### config.mk
export PLATFORM = sky130hd
export DESIGN_NAME = rv32_mod_bus_arbiter
export DESIGN_NICKNAME = d
export VERILOG_FILES = /design/src/rtl/rv32_mod_bus_arbiter.sv
export SDC_FILE = /design/constraint.sdc
export NUM_CORES = 1
export LEC_CHECK = 0
export BUFFER_PORTS_ARGS = -buffer_cell sky130_fd_sc_hd__buf_2
export CAP_MARGIN = 0
export CELL_PAD_IN_SITES_DETAIL_PLACEMENT = 0
export CELL_PAD_IN_SITES_GLOBAL_PLACEMENT = 1
export CORE_MARGIN = 4
export CORE_UTILIZATION = 30
export CTS_BUF_LIST = sky130_fd_sc_hd__clkbuf_2 sky130_fd_sc_hd__clkbuf_4 sky130_fd_sc_hd__clkbuf_8
export DETAILED_ROUTE_END_ITERATION = 10
export GPL_TIMING_DRIVEN = 0
export PLACE_DENSITY_LB_ADDON = 0.1
export SLEW_MARGIN = 10
export SYNTH_ARGS = -nofsm -noshare
export SYNTH_HDL_FRONTEND = slang
export SYNTH_SLANG_ARGS = --single-unit
### constraint.sdc
create_clock -name clk -period 2.6 [get_ports clk]
set_input_delay 0.13 -clock clk [delete_from_list [all_inputs] [get_ports clk]]
set_output_delay 0.13 -clock clk [all_outputs]
set_load 0.1 [all_outputs]
### src/rtl/rv32_mod_bus_arbiter.sv
// Two-requester (fetch / load-store) round-robin arbiter onto a single memory port.
// Optional stall watchdog enabled by defining RV32_ARB_TIMEOUT_EN (limit TIMEOUT_CYCLES).
module rv32_mod_bus_arbiter #(
  parameter int TIMEOUT_CYCLES = 255
) (
  input  logic        clk,
  input  logic        reset,
  input  logic        instr_req,
  input  logic [31:0] instr_addr,
  output logic        instr_ack,
  output logic        instr_err,
  output logic [31:0] instr_data_o,
  input  logic        data_req,
  input  logic        data_wr,
  input  logic [3:0]  data_be,
  input  logic [31:0] data_addr,
  input  logic [31:0] data_data_i,
  output logic        data_ack,
  output logic        data_err,
  output logic [31:0] data_data_o,
  output logic        mem_req,
  output logic        mem_wr,
  output logic [3:0]  mem_be,
  output logic [31:0] mem_addr,
  output logic [31:0] mem_data_o,
  input  logic        mem_ack,
  input  logic        mem_err,
  input  logic [31:0] mem_data_i
);

  typedef enum logic [1:0] {
    IDLE   = 2'd0,
    BUSY_I = 2'd1,
    BUSY_D = 2'd2
  } state_e;

  state_e      state_q;
  logic        last_grant_q;  // 1'b1 = data was granted last
  logic        mem_req_q;
  logic        mem_wr_q;
  logic [3:0]  mem_be_q;
  logic [31:0] mem_addr_q;
  logic [31:0] mem_wdata_q;
  logic        timeout_s;
  logic        done_s;
  logic        grant_i_s;

`ifdef RV32_ARB_TIMEOUT_EN
  logic [31:0] cnt_q;

  assign timeout_s = (state_q != IDLE) && (cnt_q == 32'(TIMEOUT_CYCLES - 1));

  // Stall counter: cleared on grant/idle, counts BUSY cycles with no memory response.
  always_ff @(posedge clk) begin
    if (!reset) begin
      cnt_q <= 32'd0;
    end else if (state_q == IDLE || done_s) begin
      cnt_q <= 32'd0;
    end else begin
      cnt_q <= cnt_q + 32'd1;
    end
  end
`else
  logic [31:0] timeout_unused_s;

  assign timeout_unused_s = 32'(TIMEOUT_CYCLES);
  assign timeout_s        = 1'b0;
`endif

  assign done_s    = mem_ack | mem_err | timeout_s;
  assign grant_i_s = instr_req & (~data_req | last_grant_q);

  // Arbitration FSM with registered memory-port fields.
  always_ff @(posedge clk) begin
    if (!reset) begin
      state_q      <= IDLE;
      last_grant_q <= 1'b1;
      mem_req_q    <= 1'b0;
      mem_wr_q     <= 1'b0;
      mem_be_q     <= 4'h0;
      mem_addr_q   <= 32'h0;
      mem_wdata_q  <= 32'h0;
    end else begin
      case (state_q)
        IDLE: begin
          if (grant_i_s) begin
            state_q      <= BUSY_I;
            last_grant_q <= 1'b0;
            mem_req_q    <= 1'b1;
            mem_wr_q     <= 1'b0;
            mem_be_q     <= 4'hF;
            mem_addr_q   <= instr_addr;
            mem_wdata_q  <= 32'h0;
          end else if (data_req) begin
            state_q      <= BUSY_D;
            last_grant_q <= 1'b1;
            mem_req_q    <= 1'b1;
            mem_wr_q     <= data_wr;
            mem_be_q     <= data_be;
            mem_addr_q   <= data_addr;
            mem_wdata_q  <= data_data_i;
          end else begin
            state_q   <= IDLE;
            mem_req_q <= 1'b0;
          end
        end
        BUSY_I, BUSY_D: begin
          if (done_s) begin
            state_q   <= IDLE;
            mem_req_q <= 1'b0;
          end else begin
            state_q   <= state_q;
            mem_req_q <= 1'b1;
          end
        end
        default: begin
          state_q   <= IDLE;
          mem_req_q <= 1'b0;
        end
      endcase
    end
  end

  assign mem_req    = mem_req_q;
  assign mem_wr     = mem_wr_q;
  assign mem_be     = mem_be_q;
  assign mem_addr   = mem_addr_q;
  assign mem_data_o = mem_wdata_q;

  // Responses reach a requester only while it is granted and still requesting.
  assign instr_ack    = (state_q == BUSY_I) & mem_ack & instr_req;
  assign instr_err    = (state_q == BUSY_I) & instr_req & (mem_err | (timeout_s & ~mem_ack));
  assign data_ack     = (state_q == BUSY_D) & mem_ack & data_req;
  assign data_err     = (state_q == BUSY_D) & data_req & (mem_err | (timeout_s & ~mem_ack));
  assign instr_data_o = mem_data_i;
  assign data_data_o  = mem_data_i;

endmodule

## Word level (Yosys, flattened, before mapping)

Cells that the tools add are included.

| word-level totals | value |
|---|---|
| register bits | 73 |
| latch bits | 0 |
| RAM bits | 0 |
| bits in read-only memories | 0 |
| logic and storage cells | 44 |
| memories kept | 0 |

| cells by class | value |
|---|---|
| add/subtract/negate cells | 0 |
| multipliers | 0 |
| div/mod/pow operators | 0 |
| magnitude comparators | 0 |
| eq/ne operators | 3 |
| shifts and indexed selects | 0 |
| muxes and demuxes | 18 |
| bitwise operators | 12 |
| reductions and logical operators | 4 |

Operator list:

| kind | count |
|---|---|
| 32-bit 2-to-1 mux | 4 |
| 1-bit bitwise AND | 9 |
| 4-bit 2-to-1 mux | 2 |
| 1-bit 2-to-1 mux | 7 |
| 2-bit 2-to-1 mux | 3 |
| 2-bit one-hot mux with 2 select lines | 1 |
| 2-bit by 1-bit equality test with 1-bit output (second input constant) | 1 |
| 2-bit equality test (second input constant) | 1 |
| 2-bit logical NOT | 1 |
| 2-bit != test (second input constant) | 1 |
| 1-bit OR | 2 |
| 1-bit one-hot mux with 2 select lines | 1 |
| 2-bit AND reduction | 1 |
| 2-bit nonzero test | 1 |
| 2-bit OR reduction | 1 |
| 1-bit NOT | 1 |

## Depth between registers and ports, before layout

Gate-level depths: netlist of run 1.

| depth | value |
|---|---|
| depth after elaboration | 5 |
| gate-level depth with buffers | 7 |
| depth with buffers taken out | 5 |

## Least setup slack after synthesis of run 1

OpenSTA, ideal clock, no wires.

| timing path | value |
|---|---|
| path type | register -> register |
| from | reg state_q[0] |
| to | reg mem_wdata_q[10], in the netlist mem_data_o[10] |
| library setup time | 0.121 ns |
| data arrival time | 1.356 ns |
| required time | 2.479 ns |
| slack | 1.123 ns |
| stages on the path, launching flop included | 8 |
| path buffers | 2 |
| clock period less this slack | 1.477 ns |
| cells stage by stage | dfxtp_1 -> inv_1 -> ha_1 -> and2_1 -> buf_6 -> buf_4 -> a32oi_1 -> nor2b_1 |

| between the ends | value |
|---|---|
| cells in the longest elaborated chain, start to end | 2 |

Ends and longest elaborated chain:

| item | line | text |
|---|---|---|
| start: declaration | 37 | `state_e state_q;` |
| start signal: assignment | 112 | `state_q <= state_q;` |
| 2-bit logical NOT | 84 | `case (state_q)` |
| 2-bit AND reduction (no source line) | - |  |
| end signal: assignment | 101 | `mem_wdata_q <= data_data_i;` |
| end: declaration | 43 | `logic [31:0] mem_wdata_q;` |

No other way between the ends.
A chain may end at the register's enable or synchronous reset.

## Worst setup path in the final report of run 1

| timing path | value |
|---|---|
| from | reg state_q[0] |
| to | out data_err |

| between the ends | value |
|---|---|
| cells in the longest elaborated chain, start to end | 3 |

Ends and longest elaborated chain:

| item | line | text |
|---|---|---|
| 2-bit equality test | 134 | `assign data_err = (state_q == BUSY_D) & data_req & (mem_err \| (timeout_s & ~mem_ack));` |
| 1-bit bitwise AND (2 in series) | 134 |  |
| end: declaration | 19 | `output logic data_err,` |

No other way between the ends.

==> metrics.cfg, run 1 <==
[critical_path]
worstSetupPathType = reg2out
endpoint_kind = output pin
cp_data_arrival_time_ns = 1.55
startpoint = state_q[0]$_SDFFE_PN0P_
timing.rr.start = state_q[0]$_SDFFE_PN0P_
critPathRequiredTime_ns = 2.47
cp-start-kind = flip-flop
worstPathMaxFanout = 4

[timing]
tightestPinTransition_ns = 0.509
finalCritPeriodShare = 0.644
rsz0062_at_grt = no
max_slew_margin = 0.663
final_max_slew_viol_count = 0
clock.fmax_mhz = 597
hold_viol_final = 0
fin_skew_ns = 0.00375
setup_viol = 0
min_period_ns = 1.68
tns_ns = 0

[die]
dieArea_um2 = 13900
ios = 277
row_count = 39
die_y_um = 118
die_w_um = 118
start_util = 0.311
core_um2 = 11600

[clock_tree]
path_clk_slew_ns = 0.08
cts_resized = 0
clockBufferDepth = 2
hold_buffers = 0
cts_htree_levels = 3
postCtsSetupBuffers = 0
cts_made_buffers = 9
clock_latency_ns = 0.35
root_buffer = clkbuf_8
cts_tree = done
cts.sinks = 73

[pwr]
peakVddDrop_uv = 325
total_power_uw = 4060
p_leak_uw = 0.00256
powerDensity_nw_per_um2 = 777

[outcome]
outcome = finished, final reports clean

[route]
routed_wire_length_per_instance_um = 16.2
avgViaCountPerCell = 4.92
vias = 3979
wl_um = 13100
dr.pass1.iters = 5
drtIter0Drc = 162
postRouteAntennaNets = 0
drc_errors = 0

[yosys]
ys_seq_area_frac = 0.404
yosys_warnings = 0
synthCells = 405
synth_cell_type_count = 29
avgSynthCellArea_um2 = 8.92
syn_nets = 548
synth_area_um2 = 3610
ys_seq_elements = 73

[placed_design]
gp_congestion = 0.793
hpwl_um = 10100
place_inst = 791
io_buffer_count = 243

[grt]
grt_pass1_wl_um = 20500
grt_usage = 0.181
grt-ovfl-total = 0
grt_max_degree = 13
grt_pass1_vias = 3979
grt_antenna_before_repair = 1

[cells_and_area]
area_delta_synth_final_pct = 44.6
drive_gt1_frac = 0.535
final_net_count = 802
multi_input_area_um2 = 1440
regArea_um2 = 1460
finalNonFillerCells = 808
n_fill_cell = 1225

[min_path]
hold_class = in2reg
hp-start = data_addr[2]

[flow_run]
drv_cap = 0

## metrics by stage
stage / util / cell area (um2) / hold slack (ns) / setup WS (ns)
2_1_floorplan: - / 3610 / 0.285 / 1.12
3_3_place_gp: 0.431 / 5010 / 0.394 / 0.993
3_5_place_dp: 0.431 / 5010 / 0.398 / 0.961
4_1_cts: 0.450 / 5220 / 0.00988 / 0.899
5_1_grt: 0.450 / 5230 / 0.0195 / 0.750
6_report: 0.450 / 5230 / 0.0300 / 0.924
## sequential cells by signal (all words and copies together) (netlist names)
name / count
mem_addr: 32
mem_data_o: 32
mem_be: 4
state_q: 2
last_grant_q: 1
mem_req: 1
mem_wr: 1
## cell usage after synthesis, drive strengths merged
cell type  number  share of area
a21boi          2         0.0042
a21oi          33          0.046
a31oi          32          0.055
a32oi          33          0.080
and2            1         0.0017
and2b           1         0.0024
and3            4         0.0069
buf            87           0.18
clkbuf         16          0.018
dfxtp          73           0.40
ha              4          0.014
inv             3         0.0031
nand2           5         0.0093
nand2b          2         0.0035
nand3           2         0.0028
nand4           1         0.0017
nor2b          33          0.057
nor3b           1         0.0021
o21a            1         0.0042
o21ai          66          0.092
o221a           4          0.012
or3b            1         0.0024
## area by class of cell
class | instances | area share
Clock inverter | 6 | 0.0158
Buffer | 103 | 0.134
Tap cell | 143 | 0.0342
Sequential cell | 73 | 0.280
Timing Repair Buffer | 243 | 0.233
Clock buffer | 10 | 0.0251
Antenna cell | 1 | 0.000479
Inverter | 3 | 0.00216
Multi-Input combinational cell | 226 | 0.275
## placed cells by master, fill, tap and decap left out, types with 5 or more instances in the layout
master | netlist | final
a21oi_1 | 33 | 33
a31oi_1 | 32 | 32
a32oi_1 | 33 | 33
buf_2 | 14 | 257
buf_4 | 70 | 70
clkbuf_1 | 13 | 13
clkbuf_8 | 0 | 9
dfxtp_1 | 73 | 73
nor2b_1 | 33 | 33
o21ai_0 | 60 | 60
o21ai_1 | 5 | 5
## per-layer routing
metal | track usage | part of all wire | vias to the layer above
li1 | - | - | 1920
met1 | 0.203 | 0.39 | 1817
met2 | 0.306 | 0.49 | 211
met3 | 0.0605 | 0.094 | 31
met4 | 0.0894 | 0.032 | 0
met5 | 0 | 0 | -
## logic make-up after synthesis
group	after synthesis	synth area share
AOI/OAI and AO/OA	171	0.294
DFF	73	0.404
and+or+nand+nor	51	0.0900
buffers and inverters	106	0.197
adders and majority gates	4	0.0139
## critical path, cell delays in order, from the launching register on
cell     delay (ns)
dfxtp_1        0.34
inv_1          0.10
ha_1           0.16
and3_1         0.16
buf_2          0.42
## where the power goes
group / internal, uW / total [uW] / leakage, uW / switching [uW]
Clock: 546 / 986 / 0.000109 / 439
Combinational: 371 / 1800 / 0.00185 / 1430
Sequential: 1220 / 1270 / 0.000602 / 51.1
## path summary, 6_finish.rpt
kind / endpoint / slack, ns / cells after the start
setup / recovery: data_err / 0.92 / 4
hold / removal: mem_addr[2]$_SDFFE_PN0P_ / 0.03 / 3
setup reg to reg: mem_data_o[5]$_SDFFE_PN0P_ / 0.96 / 7
hold reg to reg: state_q[0]$_SDFFE_PN0P_ / 0.50 / 2
(Power assumes the default switching activity.)
==> inputs of run 2 (changes only) <==
Settings changed: CORE_UTILIZATION 30 to 25.
Clock period 2.6 ns to 1.4 ns, I/O delays scaled along.
==> metrics.cfg, run 2 (synthesis gave the netlist of run 1 again) <==
[cells_and_area]
final_common_cell = buf_2
final_cell_mix = 248 x buf_2, 93 x dlygate4sd3_1, 77 x buf_4, 70 x dfxtp_1, 58 x o21ai_0
fin_util = 0.495
design_area_um2 = 6950
area_delta_synth_final_pct = 92.3
drive_gt1_frac = 0.549
final_net_count = 903

[route]
avgViaCountPerCell = 4.60
met3_length_um = 1330
wl_um = 15200
wl_met2_um = 7790
drc_errors = 0
wl_met1_um = 5940
routed_wire_length_per_instance_um = 16.1
topRoutingLayerUsed = met4
postRouteAntennaNets = 0
dr.pass1.iters = 4
vias = 4350
drtIter0Drc = 178

[die]
die_y_um = 128
start_util = 0.257
die_w_um = 128
dieArea_um2 = 16400
row_count = 43
ios = 277
core_um2 = 14000

[critical_path]
cp_data_arrival_time_ns = 1.67
critPathRequiredTime_ns = 1.64
regToRegSetupSlack_ns = -0.03
reg2reg_depth = 7
endpoint_kind = flip-flop
worstSetupPathType = reg2reg
cp-start-kind = flip-flop
rr_endpoint = mem_addr[0]$_SDFFE_PN0P_
worstPathMaxFanout = 10
crit_end = mem_addr[0]$_SDFFE_PN0P_
startpoint = state_q[1]$_SDFFE_PN0P_
timing.rr.start = state_q[1]$_SDFFE_PN0P_

[clock_tree]
clock_latency_ns = 0.37
cts_made_buffers = 9
clockBufferDepth = 2
path_clk_slew_ns = 0.08
cts_tree = done
cts.sinks = 73
root_buffer = clkbuf_8
cts_htree_levels = 3

[grt]
grt_max_degree = 13
grt_usage = 0.172
grt-ovfl-total = 0
grt_antenna_before_repair = 1
grt_pass1_wl_um = 22500
grt_pass1_vias = 4370

[timing]
setup_viol = 1
hold_viol_final = 0
setup_slack_ns = -0.0287
tightestPinTransition_ns = 0.519
rsz0062_at_grt = yes
min_period_ns = 1.43
fin_skew_ns = 0.00843
max_slew_margin = 0.656
finalCritPeriodShare = 1.02
final_max_slew_viol_count = 0
clock.fmax_mhz = 700
tns_ns = -0.0287

[placed_design]
gp_congestion = 0.780
io_buffer_count = 243
placed_cell_area_um2 = 5060
hpwl_um = 10500

[outcome]
violations = setup timing
outcome = finished, violations left

[pwr]
pwr-share-seq = 0.279
sw_frac_of_total = 0.449
peakVddDrop_uv = 748
p_leak_uw = 0.00313
pwr-share-comb = 0.466
internal_power_uw = 4670
p_clk_frac = 0.255
power.switching_uw = 3810
powerDensity_nw_per_um2 = 1220

[min_path]
hold_class = in2reg

[flow_run]
drv_cap = 0

[run 2: routing by layer]
layer	vias to the layer above	track usage
met2	218	0.304
met1	1994	0.198
met4	0	0.0431
met3	10	0.0571
met5	-	0
li1	2128	-
[run 2: worst max-delay path, cell delays in order, from the launching register on]
cell	delay (ns)
dfxtp_4	0.38
inv_4	0.07
ha_4	0.19
o21ai_4	0.09
buf_8	0.15
buf_8	0.15
a31oi_1	0.17
a21oi_1	0.10
[run 2: worst min-delay path by stage]
stage	slack, ns	startpoint	cells after the start	end
3_5_place_dp	0.34	data_be[3]	2	mem_be[3]$_SDFFE_PN0P_
2_1_floorplan	0.23	data_addr[10]	2	mem_addr[10]$_SDFFE_PN0P_
3_3_place_gp	0.33	data_be[2]	2	mem_be[2]$_SDFFE_PN0P_
4_1_cts	0.001	data_data_i[27]	3	mem_data_o[27]$_SDFFE_PN0P_
5_1_grt	0.01	instr_addr[10]	3	mem_addr[10]$_SDFFE_PN0P_
6_report	0.03	instr_addr[30]	3	mem_addr[30]$_SDFFE_PN0P_
[run 2: through the flow]
stage                     hold WS, ns  power, uW  setup WS (ns)  std cells
after floorplan                 0.225       5150         0.0107        405
after global routing          0.00950       8830        -0.0862        946
after detailed placement        0.338       5780         -0.172        828
final                          0.0266       8480        -0.0287        946
after CTS                     0.00102       8260        -0.0349        942
after global placement          0.333       5770         -0.162        828
[run 2: timing repair]
item	4_1_cts	5_1_grt
gates cloned	1	2
gates resized for setup	46	74
pin swaps	18	28
endpoints found under the setup margin	69	73
hold buffers	93	0
setup buffers	4	2
hold endpoints to repair	67	0
[run 2: power groups by stage]
stage | sequential [uW] | combinational (uW) | clock, uW
3_5_place_dp | 2400 | 3380 | 0
4_1_cts | 2360 | 3660 | 2240
3_3_place_gp | 2400 | 3370 | 0
5_1_grt | 2380 | 4110 | 2330
6_report | 2370 | 3950 | 2160
2_1_floorplan | 3670 | 1470 | 0
[run 2: final cells by class]
cell class	instances	area (um2)
fill	1332	7090
timing repair buffer	344	2290
antenna	1	2.50
sequential	73	1470
inverter	3	16.3
clock inverter	4	97.6
clock buffer	12	165
tap	180	225
buffer	102	778
multi-input combinational	227	1910
